## src/rtl/gmm_vmm_stream_ctrl.sv

```systemverilog
// ---------------------------------------------------------------------------
// gmm_vmm_stream_ctrl
//
// Streaming front/back end for the serial-parallel complex vector-matrix
// multiplier. Input samples go to the multiplier (mult_s_*, mult_ce). A tag
// pipeline follows each sample through the multiplier latency. When the
// result comes back on y_*, it is captured into a result FIFO that drives a
// valid/ready output. The multiplier clock enable is credit-gated, so a
// result that has been started always has a free FIFO slot to land in.
//
// Parameters:
//   D_WIDTH    width of one real/imag input component (results 2*D_WIDTH)
//   PIPE_DEPTH ce-cycles from sample on mult_s_* to its result on y_* (>=1)
//   FIFO_DEPTH result FIFO entries, power of two, >= PIPE_DEPTH+1
//
// Ports:
//   clk, rst_n           clock (rising edge), async active-low reset
//   clear                synchronous flush of tags and FIFO
//   s_valid/s_ready      input sample handshake, s_r/s_i/s_last payload
//   mult_ce              multiplier clock enable
//   mult_s_r/mult_s_i    sample to multiplier (zero on bubbles)
//   y_r/y_i              multiplier result
//   m_valid/m_ready      result handshake, m_y_r/m_y_i/m_last payload
//   busy                 tags in flight or FIFO non-empty
//   res_cnt/frm_cnt      results / frames emitted
//
// Optional feature macro: GMM_VMM_CNT_EN
//   defined   -> res_cnt/frm_cnt count pops / pops with m_last
//   undefined -> res_cnt/frm_cnt tied to 0
// ---------------------------------------------------------------------------
module gmm_vmm_stream_ctrl #(
  parameter int D_WIDTH    = 16,
  parameter int PIPE_DEPTH = 7,
  parameter int FIFO_DEPTH = 16
) (
  input  logic                   clk,
  input  logic                   rst_n,
  input  logic                   clear,
  input  logic                   s_valid,
  output logic                   s_ready,
  input  logic [D_WIDTH-1:0]     s_r,
  input  logic [D_WIDTH-1:0]     s_i,
  input  logic                   s_last,
  output logic                   mult_ce,
  output logic [D_WIDTH-1:0]     mult_s_r,
  output logic [D_WIDTH-1:0]     mult_s_i,
  input  logic [2*D_WIDTH-1:0]   y_r,
  input  logic [2*D_WIDTH-1:0]   y_i,
  output logic                   m_valid,
  input  logic                   m_ready,
  output logic [2*D_WIDTH-1:0]   m_y_r,
  output logic [2*D_WIDTH-1:0]   m_y_i,
  output logic                   m_last,
  output logic                   busy,
  output logic [31:0]            res_cnt,
  output logic [31:0]            frm_cnt
);

  localparam int PTR_W = $clog2(FIFO_DEPTH);
  localparam int OCC_W = $clog2(FIFO_DEPTH + 1);
  localparam int INF_W = $clog2(PIPE_DEPTH + 1);
  localparam int ENT_W = 4 * D_WIDTH + 1;

  logic                  run_q;
  logic [PIPE_DEPTH-1:0] tagValid_q, tagValid_d;
  logic [PIPE_DEPTH-1:0] tagLast_q, tagLast_d;
  logic [INF_W-1:0]      inflight_q, inflight_d;
  logic [OCC_W-1:0]      occ_q, occ_d;
  logic [PTR_W-1:0]      wrPtr_q, wrPtr_d;
  logic [PTR_W-1:0]      rdPtr_q, rdPtr_d;
  logic [ENT_W-1:0]      mem_q [FIFO_DEPTH];
  logic [ENT_W-1:0]      head;
  logic [31:0]           credUsed;
  logic                  accept;
  logic                  capture;
  logic                  pop;

  // Every sample in flight already owns a FIFO slot, so ce only runs while
  // there is room for one more. run_q holds ce low while reset is asserted
  // and for the first edge after release.
  assign credUsed = 32'(occ_q) + 32'(inflight_q);
  assign mult_ce  = run_q & ~clear & (credUsed < 32'(FIFO_DEPTH));
  assign s_ready  = mult_ce;

  assign accept  = s_valid & mult_ce;
  assign capture = mult_ce & tagValid_q[PIPE_DEPTH-1];
  assign pop     = m_valid & m_ready;

  // Idle cycles present zero. These bubbles keep the multiplier draining.
  assign mult_s_r = accept ? s_r : '0;
  assign mult_s_i = accept ? s_i : '0;

  always_comb begin
    tagValid_d = tagValid_q;
    tagLast_d  = tagLast_q;
    inflight_d = inflight_q;
    occ_d      = occ_q;
    wrPtr_d    = wrPtr_q;
    rdPtr_d    = rdPtr_q;

    if (mult_ce) begin
      tagValid_d[0] = accept;
      tagLast_d[0]  = accept & s_last;
      for (int k = 1; k < PIPE_DEPTH; k++) begin
        tagValid_d[k] = tagValid_q[k-1];
        tagLast_d[k]  = tagLast_q[k-1];
      end
    end

    case ({accept, capture})
      2'b10:   inflight_d = inflight_q + INF_W'(1);
      2'b01:   inflight_d = inflight_q - INF_W'(1);
      default: inflight_d = inflight_q;
    endcase

    case ({capture, pop})
      2'b10:   occ_d = occ_q + OCC_W'(1);
      2'b01:   occ_d = occ_q - OCC_W'(1);
      default: occ_d = occ_q;
    endcase

    if (capture) wrPtr_d = wrPtr_q + PTR_W'(1);
    if (pop)     rdPtr_d = rdPtr_q + PTR_W'(1);

    // Flush drops every in-flight tag and all buffered results. Results that
    // are still inside the multiplier then return with invalid tags and are
    // ignored.
    if (clear) begin
      tagValid_d = '0;
      tagLast_d  = '0;
      inflight_d = '0;
      occ_d      = '0;
      wrPtr_d    = '0;
      rdPtr_d    = '0;
    end
  end

  always_ff @(posedge clk or negedge rst_n) begin
    if (!rst_n) begin
      run_q      <= 1'b0;
      tagValid_q <= '0;
      tagLast_q  <= '0;
      inflight_q <= '0;
      occ_q      <= '0;
      wrPtr_q    <= '0;
      rdPtr_q    <= '0;
    end else begin
      run_q      <= 1'b1;
      tagValid_q <= tagValid_d;
      tagLast_q  <= tagLast_d;
      inflight_q <= inflight_d;
      occ_q      <= occ_d;
      wrPtr_q    <= wrPtr_d;
      rdPtr_q    <= rdPtr_d;
    end
  end

  // Result storage has no reset. Outputs are masked while the FIFO is empty,
  // so stale entries are never visible.
  always_ff @(posedge clk) begin
    if (capture) begin
      mem_q[wrPtr_q] <= {y_r, y_i, tagLast_q[PIPE_DEPTH-1]};
    end
  end

  assign head    = mem_q[rdPtr_q];
  assign m_valid = (occ_q != '0);
  assign m_y_r   = m_valid ? head[ENT_W-1 -: 2*D_WIDTH] : '0;
  assign m_y_i   = m_valid ? head[2*D_WIDTH -: 2*D_WIDTH] : '0;
  assign m_last  = m_valid & head[0];
  assign busy    = (inflight_q != '0) | (occ_q != '0);

`ifdef GMM_VMM_CNT_EN
  logic [31:0] resCnt_q;
  logic [31:0] frmCnt_q;

  always_ff @(posedge clk or negedge rst_n) begin
    if (!rst_n) begin
      resCnt_q <= '0;
      frmCnt_q <= '0;
    end else if (pop) begin
      resCnt_q <= resCnt_q + 32'd1;
      if (m_last) frmCnt_q <= frmCnt_q + 32'd1;
    end
  end

  assign res_cnt = resCnt_q;
  assign frm_cnt = frmCnt_q;
`else
  assign res_cnt = '0;
  assign frm_cnt = '0;
`endif

endmodule

```

## config.mk

```make
export PLATFORM = sky130hd
export DESIGN_NAME = gmm_vmm_stream_ctrl
export DESIGN_NICKNAME = d
export VERILOG_FILES = /design/src/rtl/gmm_vmm_stream_ctrl.sv
export SDC_FILE = /design/constraint.sdc
export NUM_CORES = 1
export LEC_CHECK = 0
export CORE_MARGIN = 3
export CORE_UTILIZATION = 59
export DETAILED_ROUTE_END_ITERATION = 6
export GPL_TIMING_DRIVEN = 0
export HOLD_SLACK_MARGIN = 0.15
export PLACE_DENSITY_LB_ADDON = 0.08
export SETUP_SLACK_MARGIN = 0.5
export SLEW_MARGIN = 5
export SYNTH_ARGS = -nofsm -noshare
export SYNTH_HDL_FRONTEND = slang
export SYNTH_SLANG_ARGS = --single-unit
export TNS_END_PERCENT = 20
```

## constraint.sdc

```tcl
create_clock -name clk -period 5.1 [get_ports clk]
set_input_delay 1.02 -clock clk [delete_from_list [all_inputs] [get_ports clk]]
set_output_delay 1.02 -clock clk [all_outputs]
set_load 0.05 [all_outputs]
```

# ---- After elaboration in Yosys (flattened, before gate mapping)
# Memory sizes are Yosys's and may differ from the RTL's.
# Index checks and enable logic that the tools add are counted.
dict set report classes {
  addsub 7
  order_cmp 1
  eq_ne 4
  muxes 18
  bitwise_logic 9
  reduce_logical 7
}
# op count
set ops {}
lappend ops {{$mux 32} 2}
lappend ops {{$mux 16} 2}
lappend ops {{$mux 7} 4}
lappend ops {{$mux 4} 4}
lappend ops {{$pmux 5 s2} 1}
lappend ops {{$reduce_bool 3->1} 3}
lappend ops {{$add 4x1->4 const B} 2}
lappend ops {{$and 1x1->1} 7}
lappend ops {{$add 5x3->6} 1}
lappend ops {{$lt 6x5->1 const B} 1}
lappend ops {{$pmux 3 s2} 1}
lappend ops {{$reduce_bool 2->1} 3}
lappend ops {{$add 5x1->5 const B} 1}
lappend ops {{$mux 5} 1}
lappend ops {{$reduce_bool 5->1} 1}
lappend ops {{$sub 5x1->5 const B} 1}
lappend ops {{$eq 2x1->1 const B} 2}
lappend ops {{$eq 2x2->1 const B} 2}
lappend ops {{$add 3x1->3 const B} 1}
lappend ops {{$mux 3} 1}
lappend ops {{$sub 3x1->3 const B} 1}
lappend ops {{$mux 1} 2}
lappend ops {{$not 1->1} 1}
lappend ops {{$or 1x1->1} 1}
dict set report word_totals {
  regBits 31
  mem_bits_rw 1040
  inputBits 102
  out_inout_bits 165
  elab_cells 54
  mem_count 1
}
# name depth word_bits rd rd_ports_with_merged_regs wr line_no
set memory_table {}
lappend memory_table {mem_q 16 65 1 0 1 71} ;# logic [ENT_W-1:0] mem_q [FIFO_DEPTH];

# ---- Depth between registers and ports, before layout
dict set report logic_depth {
  depth_word 7
  mapped_depth 11
  mapped_depth_nobuf 11
}

# ---- Least setup slack after synthesis
# No wires, ideal clock.
dict set report synth_path {
  kind {input to register}
  from {input clear}
  to {memory mem_q[4][0] (netlist bit) (enable)}
  setup_time_ns 0.430
  arrival_ns 3.409
  required_time_ns 4.670
  setup_slack_ns 1.261
  cell_stages 4
  path_buffers 0
  path_cell_list {and4bb_2 -> nand2_1 -> nor3b_1 -> and2_1}
}
dict set report synth_via {
  elab_chain_cells 6
}
# item line_no
set synth_rtl {}
lappend synth_rtl {{start: declaration} 38} ;# input logic clear,
lappend synth_rtl {{$not 1->1} 82} ;# assign mult_ce = run_q & ~clear & (credUsed < 32'(FIFO_DEPTH));
lappend synth_rtl {{$and 1x1->1 (2 in series)} 82}
lappend synth_rtl {{$and 1x1->1} 86} ;# assign capture = mult_ce & tagValid_q[PIPE_DEPTH-1];
lappend synth_rtl {{$mux 1} 161} ;# if (capture) begin
lappend synth_rtl {{$mux 1 (not written as such)} 162} ;# mem_q[wrPtr_q] <= {y_r, y_i, tagLast_q[PIPE_DEPTH-1]};
lappend synth_rtl {{end: declaration} 71}
# No other way between the ends.

# ---- Final worst setup path
dict set report layout_path {
  from {register rdPtr_q[0]}
  to {output m_y_r[3]}
}
dict set report layout_via {
  elab_chain_cells 2
}
# item line_no
set layout_rtl {}
lappend layout_rtl {{start: declaration} 70} ;# logic [PTR_W-1:0] rdPtr_q, rdPtr_d;
lappend layout_rtl {{start signal: assignment} 154} ;# rdPtr_q <= rdPtr_d;
lappend layout_rtl {{$mem_v2 16x65} n/a}
lappend layout_rtl {{$mux 32} 168} ;# assign m_y_r = m_valid ? head[ENT_W-1 -: 2*D_WIDTH] : '0;
lappend layout_rtl {{end: declaration} 51} ;# output logic [2*D_WIDTH-1:0] m_y_r,
# No other way between the ends.

==> results.toml <==
[status]
outcome = "complete, no violations"

[synthesis]
avgSynthCellArea_um2 = 23.2
synth-simple-area-share_pct = 2.65
synth_top_area_share_pct = 74.5
synth_compound_area_share_pct = 0.349
ys_seq_area_share_pct = 76.4
synth-seq-cells = 1071
yosysUniqueCellTypes = 42
synth-adder-area-share_pct = 0.287
syn_inst = 1809
synth.mux.area_fraction_pct = 17.6
synth_area_leader_cell = "edfxtp_1"
synthXorXnorAreaFrac_pct = 0.209
ys_warn_count = 0
synth_top_family_by_area = "multiplexers"
synth_area_leaders = "edfxtp_1 75%, mux4_2 17%, dfrtp_1 1.9%"
syn_area_mm2 = 0.0419

[clock_tree]
cts.htree.levels = 3
post_cts_buffers = 0
cts.sinks = 1071
clk_pin_slew_ns = 0.06
cts_made_buffers = 105
clk_latency_ns = 0.65
cts_root_buffer = "clkbuf_16"
holdBufCountCts = 0
cts_tree = "yes"
cts_buffer_depth = 3

[die]
io_pins = 267
die_w_um = 273
rows = 97
initial_core_util_pct = 59.7
dieArea_mm2 = 0.0743
fp.dieH_um = 273
core_area_mm2 = 0.0701

[grt]
grt_pass1_vias = 20697
antenna_found_initial = 6
grt_remaining_overflow = 0
grt_pass1_wl_mm = 141
grt_util_all_layers_pct = 26.4
grt_max_degree = 43

[layout]
fillCellCount = 4307
multi_input_area_mm2 = 0.00916
final_util_pct = 70.2
fin_cells = 3226
drive_gt1_share_pct = 28.7
nNetsFinal = 2308
synthToLayoutAreaGrowth_pct = 17.6
seq_area_mm2 = 0.0320

[setup_path]
cp_cell_sequence = "buf_4, buf_6, buf_6, mux4_2, mux4_2, and2_1, clkdlybuf4s50_1"
cp_data_arrival_time_ns = 3.71
crit_required_ns = 4.08
end_kind = "output port"
slowest_stage = "clkdlybuf4s50_1"
critPathLaunchType = "flip-flop"
critPathMaxStageDelay_ns = 0.72
crit_type = "flip-flop to output port"
crit_path_max_fanout = 10

[power]
finalPower_w = 0.0221
pwr-share-seq_pct = 43.9
power_density_mw_per_mm2 = 448
irDropWorstVdd_uv = 347
p_int_w = 0.0159
p_leak_nw = 16.1
clkPwrFrac_pct = 34.2
p_sw_share_pct = 27.9
net-switching-power_w = 0.00616
combPwrFrac_pct = 21.9

[placed_design]
place.gp.congestion = 0.753
dpl.cell_count = 3030
io_buffers = 202
pre_cts_ws_ns = 0.124
post-dp-hpwl_mm = 53.8

[sta]
final-hold-violation-count = 0
rsz0062_at_grt = "yes"
setup_viol = 0
layout_setup_ws_ns = 0.366
fin_skew_ns = 0.0149
post-route-period-util_pct = 92.8
final-max-slew-violation-count = 0
relSlewSlack_pct = 38.7
period_needed_ns = 4.73
tightest_slew_ns = 0.920
fmax_mhz = 211

[drt]
top_layer = "met5"
wl_per_cell_um = 29.7
dr.first_iter.drc_count = 2102
ant_nets = 0
wl_met2_mm = 48.8
dr.pass1.iters = 5
drt-met1-wl_mm = 37.8
vias = 19964
routed_wl_mm = 95.7
viasPerCell = 6.19
met3RoutedLength_mm = 7.06
drc = 0

[flow_run]
drv_cap = 0

[hold_path]
hold_class = "input pin to asynchronous set/reset pin"
==> kinds of logic (layout without fill, tap and decap cells) <==
family,after synthesis,after routing
DFF,1071,1071
muxes,332,332
and+or+nand+nor,197,197
buffers and inverters,164,576
AOI/OAI and AO/OA,24,24
xor gates and xnor gates,10,10
adders and majority gates,9,9
other,2,67
==> cell usage in the layout (no fill, tap or decap), types with 4 or more instances in the layout <==
master	Yosys	routed
edfxtp_1	1040	1040
mux4_2	325	325
clkdlybuf4s50_1	0	158
clkbuf_16	0	108
buf_4	65	76
and2_1	73	65
conb_1	2	65
clkbuf_1	54	46
nand2_1	36	36
and3_1	37	33
clkinv_2	0	31
dfrtp_1	31	31
dlygate4sd2_1	0	28
buf_6	20	20
clkbuf_2	0	18
clkinv_1	0	17
nor2_1	15	15
dlymetal6s2s_1	0	15
o21ai_0	14	14
clkbuf_4	0	13
buf_16	0	13
nand3_1	11	11
buf_2	15	9
bufinv_16	0	9
xor2_1	8	8
and2_4	0	8
ha_1	8	8
a21oi_1	6	6
nor2b_1	5	5
inv_1	4	4
and3_4	0	4
and4_4	0	4
clkbuf_8	0	4
==> routing by layer <==
layer / vias to the layer above / track usage, %
met3: 143 / 4.69
met4: 6 / 6.89
met1: 10700 / 37.3
li1: 8273 / -
met5: - / 0
met2: 842 / 43.8
==> worst max-delay path: cells and delay by family, from the launching register on <==
| family | cells | cell delay (ns) |
|---|---|---|
| flops | 1 | 0.36 |
| simple gates | 1 | 0.21 |
| mux | 2 | 0.98 |
| buf+inv | 4 | 1.50 |
==> power by group through the flow <==
| stage | sequential (W) | combinational, W | clock [W] |
|---|---|---|---|
| after global placement | 0.00988 | 0.00490 | 0 |
| final | 0.00969 | 0.00483 | 0.00753 |
| after detailed placement | 0.00988 | 0.00494 | 0 |
| after floorplan | 0.00987 | 0.00328 | 0 |
| after global routing | 0.00969 | 0.00506 | 0.00801 |
| after CTS | 0.00969 | 0.00488 | 0.00765 |
==> sequential cells by signal, indices dropped and copies added, names as in the netlist <==
signal      flops
mem_q        1040
tagLast_q       7
tagValid_q      7
occ_q           5
rdPtr_q         4
wrPtr_q         4
inflight_q      3
run_q           1
==> timing repair <==
item | CTS | global route
gates cloned | 0 | 0
setup endpoints to repair | 99 | 80
resized for setup | 88 | 21
==> metrics by stage <==
stage / hold WS [ns] / setup TNS (ns) / cell area, µm²
after floorplan: 0.450 / 0 / 42100
after global placement: 0.463 / -1380.57 / 45300
after global routing: 0.460 / 0 / 49300
after detailed placement: 0.471 / 0 / 45800
final: 0.432 / 0 / 49300
after CTS: 0.415 / 0 / 49200
==> cell type report <==
type                       instances  area share (%)
multi-input combinational        637            18.6
clock inverter                    60            1.06
buffer                           160            2.27
inverter                           4          0.0305
sequential                      1071            64.9
antenna                            2          0.0102
clock buffer                     134            5.76
tap                              940            2.39
timing repair buffer             218            4.95
==> path summary, 6_finish.rpt <==
check	start	to	depth (start not counted)	slack, ns
max	rdPtr_q[0]$_DFFE_PN0P_	m_y_r[3]	7	0.37
min	rst_n	tagValid_q[2]$_DFFE_PN0P_	1	0.43
max reg2reg	occ_q[2]$_DFFE_PN0P_	mem_q[7][42]$_DFFE_PP_	7	1.48
min reg2reg	tagLast_q[3]$_DFFE_PN0P_	tagLast_q[4]$_DFFE_PN0P_	2	0.48
max in group asynchronous	rst_n	rdPtr_q[0]$_DFFE_PN0P_	1	4.21
min in group clk	tagLast_q[3]$_DFFE_PN0P_	tagLast_q[4]$_DFFE_PN0P_	2	0.48
==> Yosys cell counts (all sizes together) <==
library cell     n
dfrtp           31
a21o             1
or2              2
and3            37
o2bb2ai          1
mux4           325
nor4             1
mux2             5
xor2             8
xnor2            2
mux2i            2
nand4            1
and4bb           1
nand3b           1
nor2b            5
nand2           36
clkbuf          54
and2            74
buf            106
nor2            15
or3              1
nand2b           2
a21oi            6
nor3b            2
o21ai           15
fa               1
and4             5
ha               8
nand3           11
or4              1
o31ai            1
nor3             2
inv              4
edfxtp        1040
conb             2
(Power assumes the default switching activity.)
